--- src/rtl/pipe_pkg.sv ---
// pipe_pkg: shared state encoding, control-bit indices and occupancy constants for pipeline latches
package pipe_pkg;
    typedef enum logic [1:0] {
        ST_EMPTY = 2'd0,
        ST_FULL  = 2'd1,
        ST_SKID  = 2'd2
    } state_t;
    localparam int CTRL_REGWRITE = 2;
    localparam int CTRL_MEMTOREG = 1;
    localparam int CTRL_WRITE_PC = 0;
    localparam logic [1:0] OCC_EMPTY = 2'd0;
    localparam logic [1:0] OCC_ONE   = 2'd1;
    localparam logic [1:0] OCC_TWO   = 2'd2;
    function automatic logic [1:0] occ_of(input state_t s);
        return (s == ST_SKID) ? OCC_TWO : (s == ST_FULL) ? OCC_ONE : OCC_EMPTY;
    endfunction
endpackage

--- src/rtl/pipe_slot_reg.sv ---
// pipe_slot_reg: one load-enabled payload slot whose control field can be cleared to a no-op
module pipe_slot_reg
    import pipe_pkg::*;
#(
    parameter int DATA_W = 101,
    parameter int CTRL_W = 3,
    parameter logic [CTRL_W-1:0] CTRL_NOP = '0
) (
    input  logic              clk,
    input  logic              rst,
    input  logic              load,
    input  logic              clear,
    input  logic [DATA_W-1:0] in_data,
    input  logic [CTRL_W-1:0] in_ctrl,
    output logic [DATA_W-1:0] data,
    output logic [CTRL_W-1:0] ctrl
);
    // clear beats load and leaves data alone: a no-op control makes the payload don't-care
    always_ff @(posedge clk or negedge rst)
        if (!rst) begin
            data <= '0;
            ctrl <= CTRL_NOP;
        end else if (clear)
            ctrl <= CTRL_NOP;
        else if (load) begin
            data <= in_data;
            ctrl <= in_ctrl;
        end
endmodule

--- src/rtl/pipe_stage_latch.sv ---
// pipe_stage_latch: handshaked pipeline-boundary register with optional skid slot, flush and step gate
module pipe_stage_latch
    import pipe_pkg::*;
#(
    parameter int DATA_W  = 101,
    parameter int CTRL_W  = 3,
    parameter int SKID_EN = 1,
    parameter logic [CTRL_W-1:0] CTRL_NOP = '0
) (
    input  logic              clk,
    input  logic              rst,
    input  logic              i_step,
    input  logic              i_flush,
    input  logic              i_valid,
    output logic              o_ready,
    input  logic [DATA_W-1:0] i_data,
    input  logic [CTRL_W-1:0] i_ctrl,
    output logic              o_valid,
    input  logic              i_ready,
    output logic [DATA_W-1:0] o_data,
    output logic [CTRL_W-1:0] o_ctrl,
    output logic [1:0]        o_occupancy
);
    state_t            state, state_nxt;
    logic              push, pop, clear, main_load, skid_load;
    logic [DATA_W-1:0] main_data, skid_data, main_in_data;
    logic [CTRL_W-1:0] main_ctrl, skid_ctrl, main_in_ctrl;

    assign o_valid     = state != ST_EMPTY;
    assign o_ctrl      = o_valid ? main_ctrl : CTRL_NOP;
    assign o_data      = main_data;
    assign o_occupancy = occ_of(state);
    assign o_ready     = i_step & ~i_flush &
                         ((SKID_EN != 0) ? (state != ST_SKID) : (state == ST_EMPTY || i_ready));
    assign push        = i_valid & o_ready;
    assign pop         = o_valid & i_ready & i_step;
    assign clear       = i_step & i_flush;
    assign main_in_data = (state == ST_SKID) ? skid_data : i_data;
    assign main_in_ctrl = (state == ST_SKID) ? skid_ctrl : i_ctrl;

    // next state and slot load strobes; push and pop already carry the step gate
    always_comb begin
        state_nxt = state;
        main_load = 1'b0;
        skid_load = 1'b0;
        if (clear)
            state_nxt = ST_EMPTY;
        else
            case (state)
                ST_EMPTY: begin
                    main_load = push;
                    state_nxt = push ? ST_FULL : ST_EMPTY;
                end
                ST_FULL: begin
                    main_load = push & pop;
                    skid_load = push & ~pop;
                    state_nxt = (push & ~pop) ? ST_SKID : (~push & pop) ? ST_EMPTY : ST_FULL;
                end
                ST_SKID: begin
                    main_load = pop;
                    state_nxt = pop ? ST_FULL : ST_SKID;
                end
                default: state_nxt = ST_EMPTY;
            endcase
    end

    // state register
    always_ff @(posedge clk or negedge rst)
        if (!rst)
            state <= ST_EMPTY;
        else
            state <= state_nxt;

    pipe_slot_reg #(.DATA_W(DATA_W), .CTRL_W(CTRL_W), .CTRL_NOP(CTRL_NOP)) u_main (
        .clk(clk), .rst(rst), .load(main_load), .clear(clear),
        .in_data(main_in_data), .in_ctrl(main_in_ctrl), .data(main_data), .ctrl(main_ctrl)
    );

    generate
        if (SKID_EN != 0) begin : g_skid
            pipe_slot_reg #(.DATA_W(DATA_W), .CTRL_W(CTRL_W), .CTRL_NOP(CTRL_NOP)) u_skid (
                .clk(clk), .rst(rst), .load(skid_load), .clear(clear),
                .in_data(i_data), .in_ctrl(i_ctrl), .data(skid_data), .ctrl(skid_ctrl)
            );
        end else begin : g_no_skid
            assign skid_data = '0;
            assign skid_ctrl = CTRL_NOP;
        end
    endgenerate

    a_no_push_in_skid: assert property (@(posedge clk) disable iff (!rst) !(push && state == ST_SKID));
    a_occ_matches:     assert property (@(posedge clk) disable iff (!rst) o_occupancy == 2'(state));
    a_skid_disabled:   assert property (@(posedge clk) disable iff (!rst) SKID_EN != 0 || state != ST_SKID);
endmodule

--- config.mk ---
export PLATFORM = sky130hd
export DESIGN_NAME = pipe_stage_latch
export DESIGN_NICKNAME = d
export VERILOG_FILES = /design/src/rtl/pipe_pkg.sv /design/src/rtl/pipe_slot_reg.sv /design/src/rtl/pipe_stage_latch.sv
export SDC_FILE = /design/constraint.sdc
export NUM_CORES = 1
export LEC_CHECK = 0
export CELL_PAD_IN_SITES_DETAIL_PLACEMENT = 0
export CELL_PAD_IN_SITES_GLOBAL_PLACEMENT = 1
export CORE_ASPECT_RATIO = 0.5
export CORE_MARGIN = 2
export CORE_UTILIZATION = 41
export CTS_CLUSTER_DIAMETER = 50
export DETAILED_ROUTE_END_ITERATION = 10
export GPL_ROUTABILITY_DRIVEN = 0
export MAX_ROUTING_LAYER = met4
export PLACE_DENSITY = 0.82
export SYNTH_ARGS = -nofsm -noshare
export SYNTH_HDL_FRONTEND = slang
export SYNTH_SLANG_ARGS = --single-unit
--- constraint.sdc ---
create_clock -name clk -period 3.85 [get_ports clk]
set_input_delay 0.77 -clock clk [delete_from_list [all_inputs] [get_ports clk]]
set_output_delay 0.77 -clock clk [all_outputs]
set_load 0.02 [all_outputs]
==> summary.md, run 1 <==
| Metric | Value |
|---|---|
| Area of the die | 0.0239 mm2 |
| Ranking of synthesized cells by area | sky130_fd_sc_hd__dfrtp_1 (57%), sky130_fd_sc_hd__mux2_2 (26%), sky130_fd_sc_hd__mux2_1 (11%) |
| Setup CP Type | reg2out |
| Cell with the largest stage delay on the worst path | sky130_fd_sc_hd__clkdlybuf4s50_1 |
| Count leader, synth | sky130_fd_sc_hd__mux2_2 |
| Cells traversed along the worst timing path | inv_1 -> nor2_4 -> buf_4 -> clkdlybuf4s50_1 |
| Layout cell share with drive strength beyond 1 | 31.5% |
| Vias in the first global route | ~5.9k |
| Power Dens Cells | 630 mW/mm2 |
| Critical Path Max Stage Delay | 0.75 ns |
| Initial core utilization | 42.3% |
| Pwr Total | just under 8 mW |
| Sequential power share | 43.7% |
| Syn Area/Cell | 15.6 um2 |
| Skew final | 0.0115 ns |
| Number of DRC markers in iteration 0 | 215 |
| Internal | 5.47 mW |
| Hold bufs inserted after CTS | 0 |
| Final Instance Count excl. Fillers | 1,123 |
| Distinct cell type count after synthesis | 29 |
| List of most frequent post-synthesis cells | sky130_fd_sc_hd__mux2_2 (213), sky130_fd_sc_hd__dfrtp_1 (210), sky130_fd_sc_hd__mux2_1 (90), sky130_fd_sc_hd__buf_6 (17), sky130_fd_sc_hd__clkbuf_1 (8) |
| Cell family with most CP delay | buffers and inverters |
| Share of total power in combinational logic | between 30% and 40% |
| CTS buffer count | 21 |
| Critical Path Start Type | flip-flop |
| Share of total power consumed by net switching | 29.4% |
| Area Overhead vs Synth | 32.9% |
| IO Pins | 218 |
| Post-layout nets | 924 |
| HP Class | in2async |
| Via count | 5,558 |
| Initial antenna violation count | 1 |
| Final Hold Viols | 0 |
| Antenna Nets Post-Route | 0 |
| Status | finished clean |
| Num rows | 38 |
| Async set-reset flop share out of synthesis | 100% |
| Remaining DRCs | 0 |
| Tightest Pin Transition | approximately 0.87 ns |
| Max Slew Vio Count | 0 |
| Total Routing Usage GR | 17.6% |
| CTS H-Tree Depth | 1 |
| Placed Cells | roughly 1.1k |
| Clock input transition at the sequential cells of the worst setup and hold paths | 0.06 ns |
| Data arrival at the endpoint of the critical path | 2.74 ns |
| HPWL Detailed | 13,800 um |
| Total nets after synthesis | 707 |
| CP Max Fanout | 63 |
| Average wire per cell in the routed design | approximately 18 um |
| CTS tree | built |
| Final hold slack | between 0.3 and 0.4 ns |
| Time the final worst path needs with I/O delays and setup | around 3.5 ns |
| Clock Power Share | 25.1% |
| Port Buffers | 217 |
| Setup WS post-layout | between 0.3 and 0.4 ns |
| Overall die width | 217 um |
| Y dimension of the die | 110 um |
| Root Buffer | sky130_fd_sc_hd__clkbuf_16 |
| Setup-violating endpoint count in the final report | 0 |
| Critical path required time | ~3.1 ns |
| Sort of element at the end of the critical path | primary output |
| Setup TNS | 0 ns |
| Post-synth EDFFs | 0 |
| Post-CTS setup repair buffer count | 0 |
| Post-synthesis instance total | 595 |
| Via/cell ratio | 4.95 |
| Unrepaired setup endpoints after global routing | false |
| Max transition margin | 41.9% |
| Post-route fraction of the period consumed by the critical path | 91.1% |
| Max Fclk | 285 MHz |
| Largest net degree at the start of global routing | 97 |
| Synth Cell Area | 0.00926 mm2 |
| Path length in cells of the critical path | 4 |
| Final Routed Wirelength | 20,200 um |
| CTS sink cnt | 210 |
| Maximum vdd ir drop | 0.000277 V |
| Detailed-router iteration count before antenna repair | 4 |
| Main flop type after synthesis | sky130_fd_sc_hd__dfrtp_1 |
| Bufs and invs on worst path | 3 |
| Post-cts resize count | 0 |
| Net switching power figure | between 2 and 2.5 mW |
| Portion of the post-synthesis area used by sequential elements | 56.7% |
| Worst-Skew Late Latency | 0.50 ns |
| Placeable core area | 0.0219 mm2 |
| Lkg Pwr | 5.29 nW |
| Area share of the leading cell type in the synthesized netlist | 56.7% |
| Max-cap check violation count | 0 |
| Global-route wire length before repair | 32,200 um |
| Logic depth of the worst register-to-register path | 6 |
| Number of synthesis warnings | 0 |
| Leftover overflow at the end of global routing | 0 |
| Synth Register Bits | 210 |
| Area leader, netlist | sky130_fd_sc_hd__dfrtp_1 |
| Clock tree buffer depth | 3 |
| Post-placement worst setup slack | 0.441 ns |
[sequential cells by signal (all words and copies together), names as in the netlist]
signal,count
g_skid.u_skid.data,101
u_main.ctrl,3
state,2
g_skid.u_skid.ctrl,3
u_main.data,101
[path summary, 6_finish.rpt]
check / from / endpoint / slack, ns
max: state[1]$_DFF_PN0_ / o_occupancy[1] / 0.34
min: rst / u_main.data[62]$_DFFE_PN0P_ / 0.34
max reg2reg: state[1]$_DFF_PN0_ / u_main.data[91]$_DFFE_PN0P_ / 0.82
min reg2reg: u_main.data[65]$_DFFE_PN0P_ / u_main.data[65]$_DFFE_PN0P_ / 0.49
max in group asynchronous: rst / g_skid.u_skid.data[13]$_DFFE_PN0P_ / 2.48
min in group clk: u_main.data[65]$_DFFE_PN0P_ / u_main.data[65]$_DFFE_PN0P_ / 0.49
[power groups by stage]
stage               combinational, mW  clock, mW  sequential [mW]
floorplan                       0.793          0             3.82
global placement                 2.39          0             3.39
detailed placement               2.45          0             3.42
CTS                              2.46       2.01             3.40
global route                     2.57       2.11             3.49
finish                           2.42       1.95             3.39
[layout make-up]
| type | instances | area [um2] |
|---|---|---|
| Multi-Input combinational cell | 348 | 3730 |
| Clock inverter | 3 | 42.5 |
| Timing Repair Buffer | 229 | 2300 |
| Tap cell | 300 | 375 |
| Antenna cell | 1 | 2.50 |
| Clock buffer | 30 | 589 |
| Inverter | 2 | 7.51 |
| Fill cell | 1815 | 9610 |
| Sequential cell | 210 | 5260 |
[metal layers]
layer | global-route usage (%) | part of all wire (%) | vias up
met4 | 5.38 | 3.0 | 0
met2 | 30.3 | 51 | 97
met3 | 3.46 | 3.6 | 40
li1 | - | - | 2569
met1 | 21.4 | 43 | 2852
met5 | - | 0 | -
[stage by stage]
stage,utilization [%],area (um2)
after CTS,56.2,12300
after floorplan,-,9260
after global placement,53.3,11700
after global routing,56.2,12300
after detailed placement,53.3,11700
final,56.2,12300
[cell usage in the layout (no fill, tap or decap), drive strengths merged]
cell type / count
o21a: 1
nor2b: 5
bufinv: 1
ha: 2
dfrtp: 210
nor3: 3
and4b: 1
or2: 2
nand3: 3
mux2: 303
clkinvlp: 1
inv: 2
and2: 5
buf: 12
a22oi: 1
clkbuf: 31
o21ai: 1
clkdlybuf4s50: 216
and3: 1
nor2: 2
nand2b: 1
nor4b: 1
a21oi: 4
diode: 1
clkinv: 1
nand2: 6
a221oi: 4
nor3b: 2
[kinds of logic after synthesis]
family                   synth area share [%]
AND/OR/NAND/NOR                          2.05
flip-flops                               56.7
adder cells (fa/ha/maj)                 0.270
buffers and inverters                    3.09
AO/OA/AOI/OAI                            1.00
multiplexers                             36.8
Note: power is estimated with default switching activity, not from simulation.
==> run 2, diff against run 1 <==
--- a/config.mk
+++ b/config.mk
@@ -5,16 +5,18 @@
 export SDC_FILE = /design/constraint.sdc
 export NUM_CORES = 1
 export LEC_CHECK = 0
+export ABC_AREA = 1
 export CELL_PAD_IN_SITES_DETAIL_PLACEMENT = 0
 export CELL_PAD_IN_SITES_GLOBAL_PLACEMENT = 1
 export CORE_ASPECT_RATIO = 0.5
 export CORE_MARGIN = 2
-export CORE_UTILIZATION = 41
+export CORE_UTILIZATION = 37
 export CTS_CLUSTER_DIAMETER = 50
 export DETAILED_ROUTE_END_ITERATION = 10
 export GPL_ROUTABILITY_DRIVEN = 0
 export MAX_ROUTING_LAYER = met4
-export PLACE_DENSITY = 0.82
+export PLACE_DENSITY = 0.83
+export SKIP_LAST_GASP = 1
 export SYNTH_ARGS = -nofsm -noshare
 export SYNTH_HDL_FRONTEND = slang
 export SYNTH_SLANG_ARGS = --single-unit
==> run 2 against run 1 <==
Compared with the run above: clock power fell by 3%; flip-flop and latch count did not move; cell count increased by 51%; core utilization shrank 6.8 points; register-to-register slack improved by 0.17 ns; clock-buffer cell count down 2; cell area is 0.71% higher; non-clock buffer count is 2 higher; wire length up 21%; fmax grew 14%; hold slack gained 0.016 ns; first-iteration DRC count rose to 2.8 times the previous value.
==> summary.md, run 2 <==
| Metric | Value |
|---|---|
| Via count | 7,916 (+42%) |
| Post-CTS setup repair buffer count | 0 (unchanged) |
| Detailed-router iteration count before antenna repair | 5 (+1) |
| Wire length the detailed router placed on met1 | 10,800 um (+25%) |
| Main flop type after synthesis | sky130_fd_sc_hd__dfrtp_1 |
| IO Pins | 218 (unchanged) |
| Ranking of synthesized cells by area | sky130_fd_sc_hd__dfrtp_1 (56%), sky130_fd_sc_hd__nand2_1 (14%), sky130_fd_sc_hd__o21ai_0 (7.4%) |
| Layout cell share with drive strength beyond 1 | 4.31% (-27 points) |
| Num rows | 41 (+7.9%) |
| Setup CP Type | reg2out |
| Total length of routed met2 wires | 12,600 um (+22%) |
| Count leader, synth | sky130_fd_sc_hd__nand2_1 |
| Max-cap check violation count | 0 (unchanged) |
| Clock input transition at the sequential cells of the worst setup and hold paths | 0.06 ns (about the same) |
| Max transition margin | 44.8% (+2.9 points) |
| CTS tree | built |
| Area share of the leading cell type in the synthesized netlist | 55.8% (-0.98 points) |
| Lkg Pwr | 6.24 nW (+18%) |
| Uppermost metal layer occupied by signal nets | met4 |
| Skew final | 0.0165 ns (+0.00496 ns) |
| Via/cell ratio | 4.68 (-5.5%) |
| HPWL Detailed | 16,200 um (+18%) |
| Unrepaired setup endpoints after global routing | false |
| Post-layout nets | 1,446 (+56%) |
| Syn Area/Cell | 8.12 um2 (-48%) |
| Vias in the first global route | 7,644 (+29%) |
| Distinct cell type count after synthesis | 21 (-28%) |
| Area of the die | 0.0268 mm2 (+12%) |
| Time the final worst path needs with I/O delays and setup | 3.09 ns (-0.422 ns) |
| Placed Cells | 1,656 (+52%) |
| Portion of the post-synthesis area used by sequential elements | 55.8% (-0.98 points) |
| Leftover overflow at the end of global routing | 0 (unchanged) |
| Synth Register Bits | 210 (unchanged) |
| Antenna Nets Post-Route | 0 (unchanged) |
| Placeable core area | 0.0251 mm2 (+15%) |
| Tightest Pin Transition | 0.828 ns (-0.0432 ns) |
| Largest registers | g_skid.u_skid.data x101, u_main.data x101 |
| Critical path required time | 3.08 ns (about the same) |
| Initial antenna violation count | 3 (+2) |
| Number of synthesis warnings | 0 (unchanged) |
| Power Dens Cells | 626 mW/mm2 (-0.65%) |
| Root Buffer | sky130_fd_sc_hd__clkbuf_16 |
| List of most frequent post-synthesis cells | sky130_fd_sc_hd__nand2_1 (347), sky130_fd_sc_hd__dfrtp_1 (210), sky130_fd_sc_hd__o21ai_0 (139), sky130_fd_sc_hd__inv_1 (113), sky130_fd_sc_hd__nand3_1 (108) |
| Synth Cell Area | 0.00942 mm2 (+1.8%) |
| CP Max Fanout | 61 (-3.2%) |
| Summed area of non-filler cells in the final layout | 0.0124 mm2 (+0.71%) |
| Post-synth EDFFs | 0 (unchanged) |
| Worst-Skew Late Latency | 0.50 ns (about the same) |
| Initial core utilization | 37.5% (-4.8 points) |
| Remaining DRCs | 0 (unchanged) |
| Setup WS post-layout | 0.764 ns (+0.422 ns) |
| CTS H-Tree Depth | 1 (unchanged) |
| Data arrival at the endpoint of the critical path | 2.32 ns (-0.42 ns) |
| Maximum vdd ir drop | 0.000266 V (-3.8%) |
| HP Class | in2async |
| Average wire per cell in the routed design | 14.5 um (-19%) |
| Post-synthesis instance total | 1,160 (+95%) |
| Total nets after synthesis | 1,272 (+80%) |
| Global-route wire length before repair | 39,700 um (+23%) |
| Area Overhead vs Synth | 31.6% |
| Post-layout utilization of the core | 49.3% (-6.8 points) |
| Sort of element at the end of the critical path | primary output |
| Number of DRC markers in iteration 0 | 600 (+180%) |
| Post-cts resize count | 0 (unchanged) |
| Critical Path Start Type | flip-flop |
| Post-placement worst setup slack | 0.468 ns (+0.0266 ns) |
| Largest net degree at the start of global routing | 102 (+5.2%) |
| Hold bufs inserted after CTS | 0 (unchanged) |
| Final Hold Viols | 0 (unchanged) |
| Max Slew Vio Count | 0 (unchanged) |
| WL met3 | 660 um (-9.3%) |
| Setup-violating endpoint count in the final report | 0 (unchanged) |
| Total Routing Usage GR | 19.0% (+1.3 points) |
| Y dimension of the die | 117 um (+6.0%) |
| Post-route fraction of the period consumed by the critical path | 80.2% (-11 points) |
| Status | finished clean |
| Clock tree buffer depth | 3 (unchanged) |
| Final Instance Count excl. Fillers | 1,693 (+51%) |
| Leading cell types in the layout, fill and taps excluded | sky130_fd_sc_hd__nand2_1 (345), sky130_fd_sc_hd__clkdlybuf4s50_1 (216), sky130_fd_sc_hd__dfrtp_1 (210) |
| Port Buffers | 217 (unchanged) |
| Standard cell area after detailed placement | 0.0118 mm2 (+0.88%) |
| Overall die width | 230 um (+6.1%) |
| CTS sink cnt | 210 (unchanged) |
| Setup TNS | 0 ns (unchanged) |
| Final Routed Wirelength | 24,600 um (+21%) |
| Max Fclk | 324 MHz (+14%) |
| Most common library cell in the layout ignoring fill and taps | sky130_fd_sc_hd__nand2_1 |
| Async set-reset flop share out of synthesis | 100% (unchanged) |
| CTS buffer count | 20 (-4.8%) |
| Area leader, netlist | sky130_fd_sc_hd__dfrtp_1 |
[run 2: cell types whose count changed after synthesis, sizes merged, moves of 24 or more]
cell / change
nand2: +343
mux2: -303
o21ai: +138
inv: +114
nand3: +105
nor2: +78
a21oi: +66
buf: +24
[run 2: layout make-up]
| type | instances | area, um2 |
|---|---|---|
| antenna | 3 | 7.51 |
| inverter | 116 | 435 |
| sequential | 210 | 5260 |
| multi-input combinational | 755 | 3330 |
| fill | 2426 | 12700 |
| timing repair buffer | 231 | 2330 |
| clock buffer | 28 | 582 |
| clock inverter | 6 | 30.0 |
| tap | 344 | 430 |
[run 2: report_power, final]
part	internal (mW)	switching (mW)	total, mW
Clock	1.05	0.838	1.89
Combinational	1.12	1.35	2.48
Sequential	3.00	0.389	3.39
Total	5.18	2.58	7.76
[run 2: kinds of logic after synthesis]
logic type	count (synthesis)	share of synthesized area (%)
AOI/OAI and AO/OA	210	11.2
adders and majority gates	2	0.265
buffers and inverters	195	9.33
DFF	210	55.8
and+or+nand+nor	543	23.5
[run 2: worst max-delay path, stage by stage, from the launching register on]
cell                              delay (ns)
sky130_fd_sc_hd__dfrtp_1                0.39
sky130_fd_sc_hd__inv_2                  0.07
sky130_fd_sc_hd__nand2_4                0.42
sky130_fd_sc_hd__inv_2                  0.13
sky130_fd_sc_hd__nor3_1                 0.16
sky130_fd_sc_hd__clkdlybuf4s50_1        0.64
[run 2: worst paths after layout]
path / slack, ns / from / cells past startpoint / endpoint
worst max-delay path: 0.76 / state[0]$_DFF_PN0_ / 5 / o_ready
worst min-delay path: 0.36 / rst / 1 / u_main.data[73]$_DFFE_PN0P_
worst max register to register: 0.99 / state[0]$_DFF_PN0_ / 12 / u_main.data[21]$_DFFE_PN0P_
worst min register to register: 0.47 / u_main.data[75]$_DFFE_PN0P_ / 2 / u_main.data[75]$_DFFE_PN0P_
max in group asynchronous: 2.61 / rst / 2 / g_skid.u_skid.data[38]$_DFFE_PN0P_
min in group clk: 0.47 / u_main.data[75]$_DFFE_PN0P_ / 2 / u_main.data[75]$_DFFE_PN0P_
[run 2: stage by stage]
| stage | hold WS, ns | total power [mW] |
|---|---|---|
| after floorplan | 0.453 | 4.68 |
| after global placement | 0.453 | 5.86 |
| after detailed placement | 0.458 | 5.94 |
| after CTS | 0.400 | 7.86 |
| after global routing | 0.427 | 8.27 |
| final | 0.358 | 7.76 |
[run 2: layer usage]
| layer | track usage (%) | up-vias |
|---|---|---|
| met5 | - | - |
| met3 | 2.79 | 37 |
| met4 | 5.68 | 0 |
| li1 | - | 4000 |
| met1 | 23.5 | 3769 |
| met2 | 32.8 | 110 |
==> run 3, diff against run 2 <==
--- a/config.mk
+++ b/config.mk
@@ -10,12 +10,12 @@
 export CELL_PAD_IN_SITES_GLOBAL_PLACEMENT = 1
 export CORE_ASPECT_RATIO = 0.5
 export CORE_MARGIN = 2
-export CORE_UTILIZATION = 37
+export CORE_UTILIZATION = 33
 export CTS_CLUSTER_DIAMETER = 50
 export DETAILED_ROUTE_END_ITERATION = 10
 export GPL_ROUTABILITY_DRIVEN = 0
 export MAX_ROUTING_LAYER = met4
-export PLACE_DENSITY = 0.83
+export PLACE_DENSITY = 0.78
 export SKIP_LAST_GASP = 1
 export SYNTH_ARGS = -nofsm -noshare
 export SYNTH_HDL_FRONTEND = slang
==> constraint.sdc (replaced) <==
create_clock -name clk -period 2.7 [get_ports clk]
set_input_delay 0.54 -clock clk [delete_from_list [all_inputs] [get_ports clk]]
set_output_delay 0.54 -clock clk [all_outputs]
set_load 0.02 [all_outputs]
==> run 3 against run 2 <==
Compared with the run above: clock skew decreased by 0.0047 ns; non-clock buffer count rose by 6; cell area up 1.9%; flip-flop and latch count unchanged; critical path depth down 1; critical path type unchanged; critical endpoint unchanged; largest cell class unchanged.
==> summary.md, run 3 (same netlist as run 2, synthesis figures left out) <==
| Metric | Value |
|---|---|
| Antenna Nets Post-Route | 0 (unchanged) |
| Y dimension of the die | 123 um (+5.7%) |
| Initial antenna violation count | 1 (-2) |
| Largest net degree at the start of global routing | 82 (-20%) |
| Standard cell area after detailed placement | 0.0119 mm2 (+1.4%) |
| Max transition margin | 54.3% (+9.5 points) |
| Time the final worst path needs with I/O delays and setup | ~2.5 ns |
| Root Buffer | sky130_fd_sc_hd__clkbuf_16 |
| Maximum vdd ir drop | 0.000408 V (+54%) |
| Summed area of non-filler cells in the final layout | 0.0126 mm2 (+1.9%) |
| HPWL Detailed | 17,100 um (+5.2%) |
| Placeable core area | 0.0279 mm2 (+11%) |
| Global-route wire length before repair | 41,800 um (+5.2%) |
| Via/cell ratio | 4.63 (-0.88%) |
| Final Instance Count excl. Fillers | 1,738 (+2.7%) |
| Setup-violating endpoint count in the final report | 0 (unchanged) |
| Net switching power figure | 3.75 mW (+45%) |
| # fillers | 2,781 (+15%) |
| Via count | 8,055 (+1.8%) |
| Sort of element at the end of the critical path | primary output |
| CP Max Fanout | 16 (-74%) |
| Initial core utilization | 33.8% (-3.7 points) |
| Data arrival at the endpoint of the critical path | 1.99 ns (-0.33 ns) |
| Clock tree buffer depth | 3 (unchanged) |
| FF/Latch Area | 0.00526 mm2 (unchanged) |
| Average wire per cell in the routed design | 14.9 um (+3.0%) |
| Total Routing Usage GR | 17.8% (-1.1 points) |
| Pwr Total | 11.4 mW (+47%) |
| Post-cts resize count | 0 (unchanged) |
| Post-CTS setup repair buffer count | 0 (unchanged) |
| Worst-Skew Late Latency | 0.51 ns (about the same) |
| Clock input transition at the sequential cells of the worst setup and hold paths | 0.07 ns (about the same) |
| Post-layout nets | 1,453 (+0.48%) |
| Vias in the first global route | 7,871 (+3.0%) |
| Layout cell share with drive strength beyond 1 | 4.80% (+0.49 points) |
| Leading cell types in the layout, fill and taps excluded | sky130_fd_sc_hd__nand2_1 (345), sky130_fd_sc_hd__clkdlybuf4s50_1 (216), sky130_fd_sc_hd__dfrtp_1 (210) |
| Post-route fraction of the period consumed by the critical path | between 90% and 100% |
| Area of the die | 0.0300 mm2 (+12%) |
| Final Routed Wirelength | 26,000 um (+5.7%) |
| CTS buffer count | 21 (+5.0%) |
| Hold bufs inserted after CTS | 0 (unchanged) |
| Share of total power in combinational logic | 31.6% (-0.3 points) |
| Max Slew Vio Count | 0 (unchanged) |
| HP Class | in2async |
| Area of combinational cells with multiple inputs | 0.00333 mm2 (unchanged) |
| Power Dens Cells | 901 mW/mm2 (+44%) |
| CTS sink cnt | 210 (unchanged) |
| Remaining DRCs | 0 (unchanged) |
| Skew final | 0.0118 ns (-0.00468 ns) |
| Setup CP Type | reg2out |
| Port Buffers | 217 (unchanged) |
| Setup TNS | 0 ns (unchanged) |
| Internal | 7.63 mW (+47%) |
| Critical Path Start Type | flip-flop |
| Lkg Pwr | 6.33 nW (+1.4%) |
| Tightest Pin Transition | 0.686 ns (-0.142 ns) |
| Critical path required time | 2.16 ns (-0.92 ns) |
| Overall die width | 243 um (+5.8%) |
| Share of total power consumed by net switching | 32.9% (-0.33 points) |
| Area Overhead vs Synth | 34.1% |
| Leftover overflow at the end of global routing | 0 (unchanged) |
| Number of DRC markers in iteration 0 | 429 (-28%) |
| Status | finished clean |
| CTS H-Tree Depth | 1 (unchanged) |
| Largest registers | g_skid.u_skid.data x101, u_main.data x101 |
| Sequential power share | 42.3% (-1.4 points) |
| Clock Power Share | 26.1% (+1.7 points) |
| IO Pins | 218 (unchanged) |
| Num rows | 43 (+4.9%) |
| Max-cap check violation count | 0 (unchanged) |
| Final Hold Viols | 0 (unchanged) |
| Unrepaired setup endpoints after global routing | false |
| Most common library cell in the layout ignoring fill and taps | sky130_fd_sc_hd__nand2_1 |
| Detailed-router iteration count before antenna repair | 5 (unchanged) |
| Max Fclk | just under 400 MHz |
| CTS tree | built |
| Placed Cells | 1,700 (+2.7%) |
## run 3: metrics by stage
stage	util [%]	hold WS (ns)	setup slack, ns
detailed placement	42.9	0.458	0.0962
floorplan	-	0.244	0.718
global placement	42.9	0.455	0.0955
finish	45.3	0.0250	0.171
global route	45.3	0.0516	0.0525
CTS	45.3	0.0331	0.135
## run 3: worst max-delay path, cell delays in order, from the launching register on
cell and delay [ns]:
sky130_fd_sc_hd__dfrtp_1 0.43, sky130_fd_sc_hd__nand2_4 0.20, sky130_fd_sc_hd__inv_2 0.08, sky130_fd_sc_hd__nor3_1 0.13, sky130_fd_sc_hd__clkdlybuf4s50_1 0.63
## run 3: power groups by stage
| stage | Sequential (mW) | Combinational [mW] | Clock, mW |
|---|---|---|---|
| 2_1_floorplan | 5.44 | 1.24 | 0 |
| 3_3_place_gp | 4.85 | 3.55 | 0 |
| 3_5_place_dp | 4.88 | 3.64 | 0 |
| 4_1_cts | 4.84 | 3.65 | 3.06 |
| 5_1_grt | 4.95 | 3.97 | 3.19 |
| 6_report | 4.82 | 3.59 | 2.97 |
## run 3: worst paths after layout
| check | start | endpoint | slack [ns] | cells after the start |
|---|---|---|---|---|
| worst min register to register | u_main.data[79]$_DFFE_PN0P_ | u_main.data[79]$_DFFE_PN0P_ | 0.47 | 2 |
| min in group clk | u_main.data[79]$_DFFE_PN0P_ | u_main.data[79]$_DFFE_PN0P_ | 0.47 | 2 |
| max in group asynchronous | rst | u_main.data[7]$_DFFE_PN0P_ | 1.96 | 2 |
| worst min-delay path | rst | u_main.data[75]$_DFFE_PN0P_ | 0.02 | 1 |
| worst max register to register | state[1]$_DFF_PN0_ | u_main.data[91]$_DFFE_PN0P_ | 0.68 | 10 |
| worst max-delay path | state[1]$_DFF_PN0_ | o_ready | 0.17 | 4 |
## run 3: per-layer routing
layer  routed length, um  up-vias  global-route usage (%)  part of all wire [%]
met1               11600     3883                    22.4                    45
met2               13100      119                    30.7                    50
met4                 539        0                    4.41                   2.1
met3                 703       39                    2.52                   2.7
met5                   0        -                       -                     0
li1                    -     4014                       -                     -
## run 3: layout make-up
cell class,instances,share of cell area [%]
Sequential cell,210,41.6
Multi-Input combinational cell,755,26.3
Timing Repair Buffer,237,19.4
Clock buffer,34,5.10
Tap cell,382,3.78
Inverter,116,3.45
Clock inverter,3,0.347
Antenna cell,1,0.0198
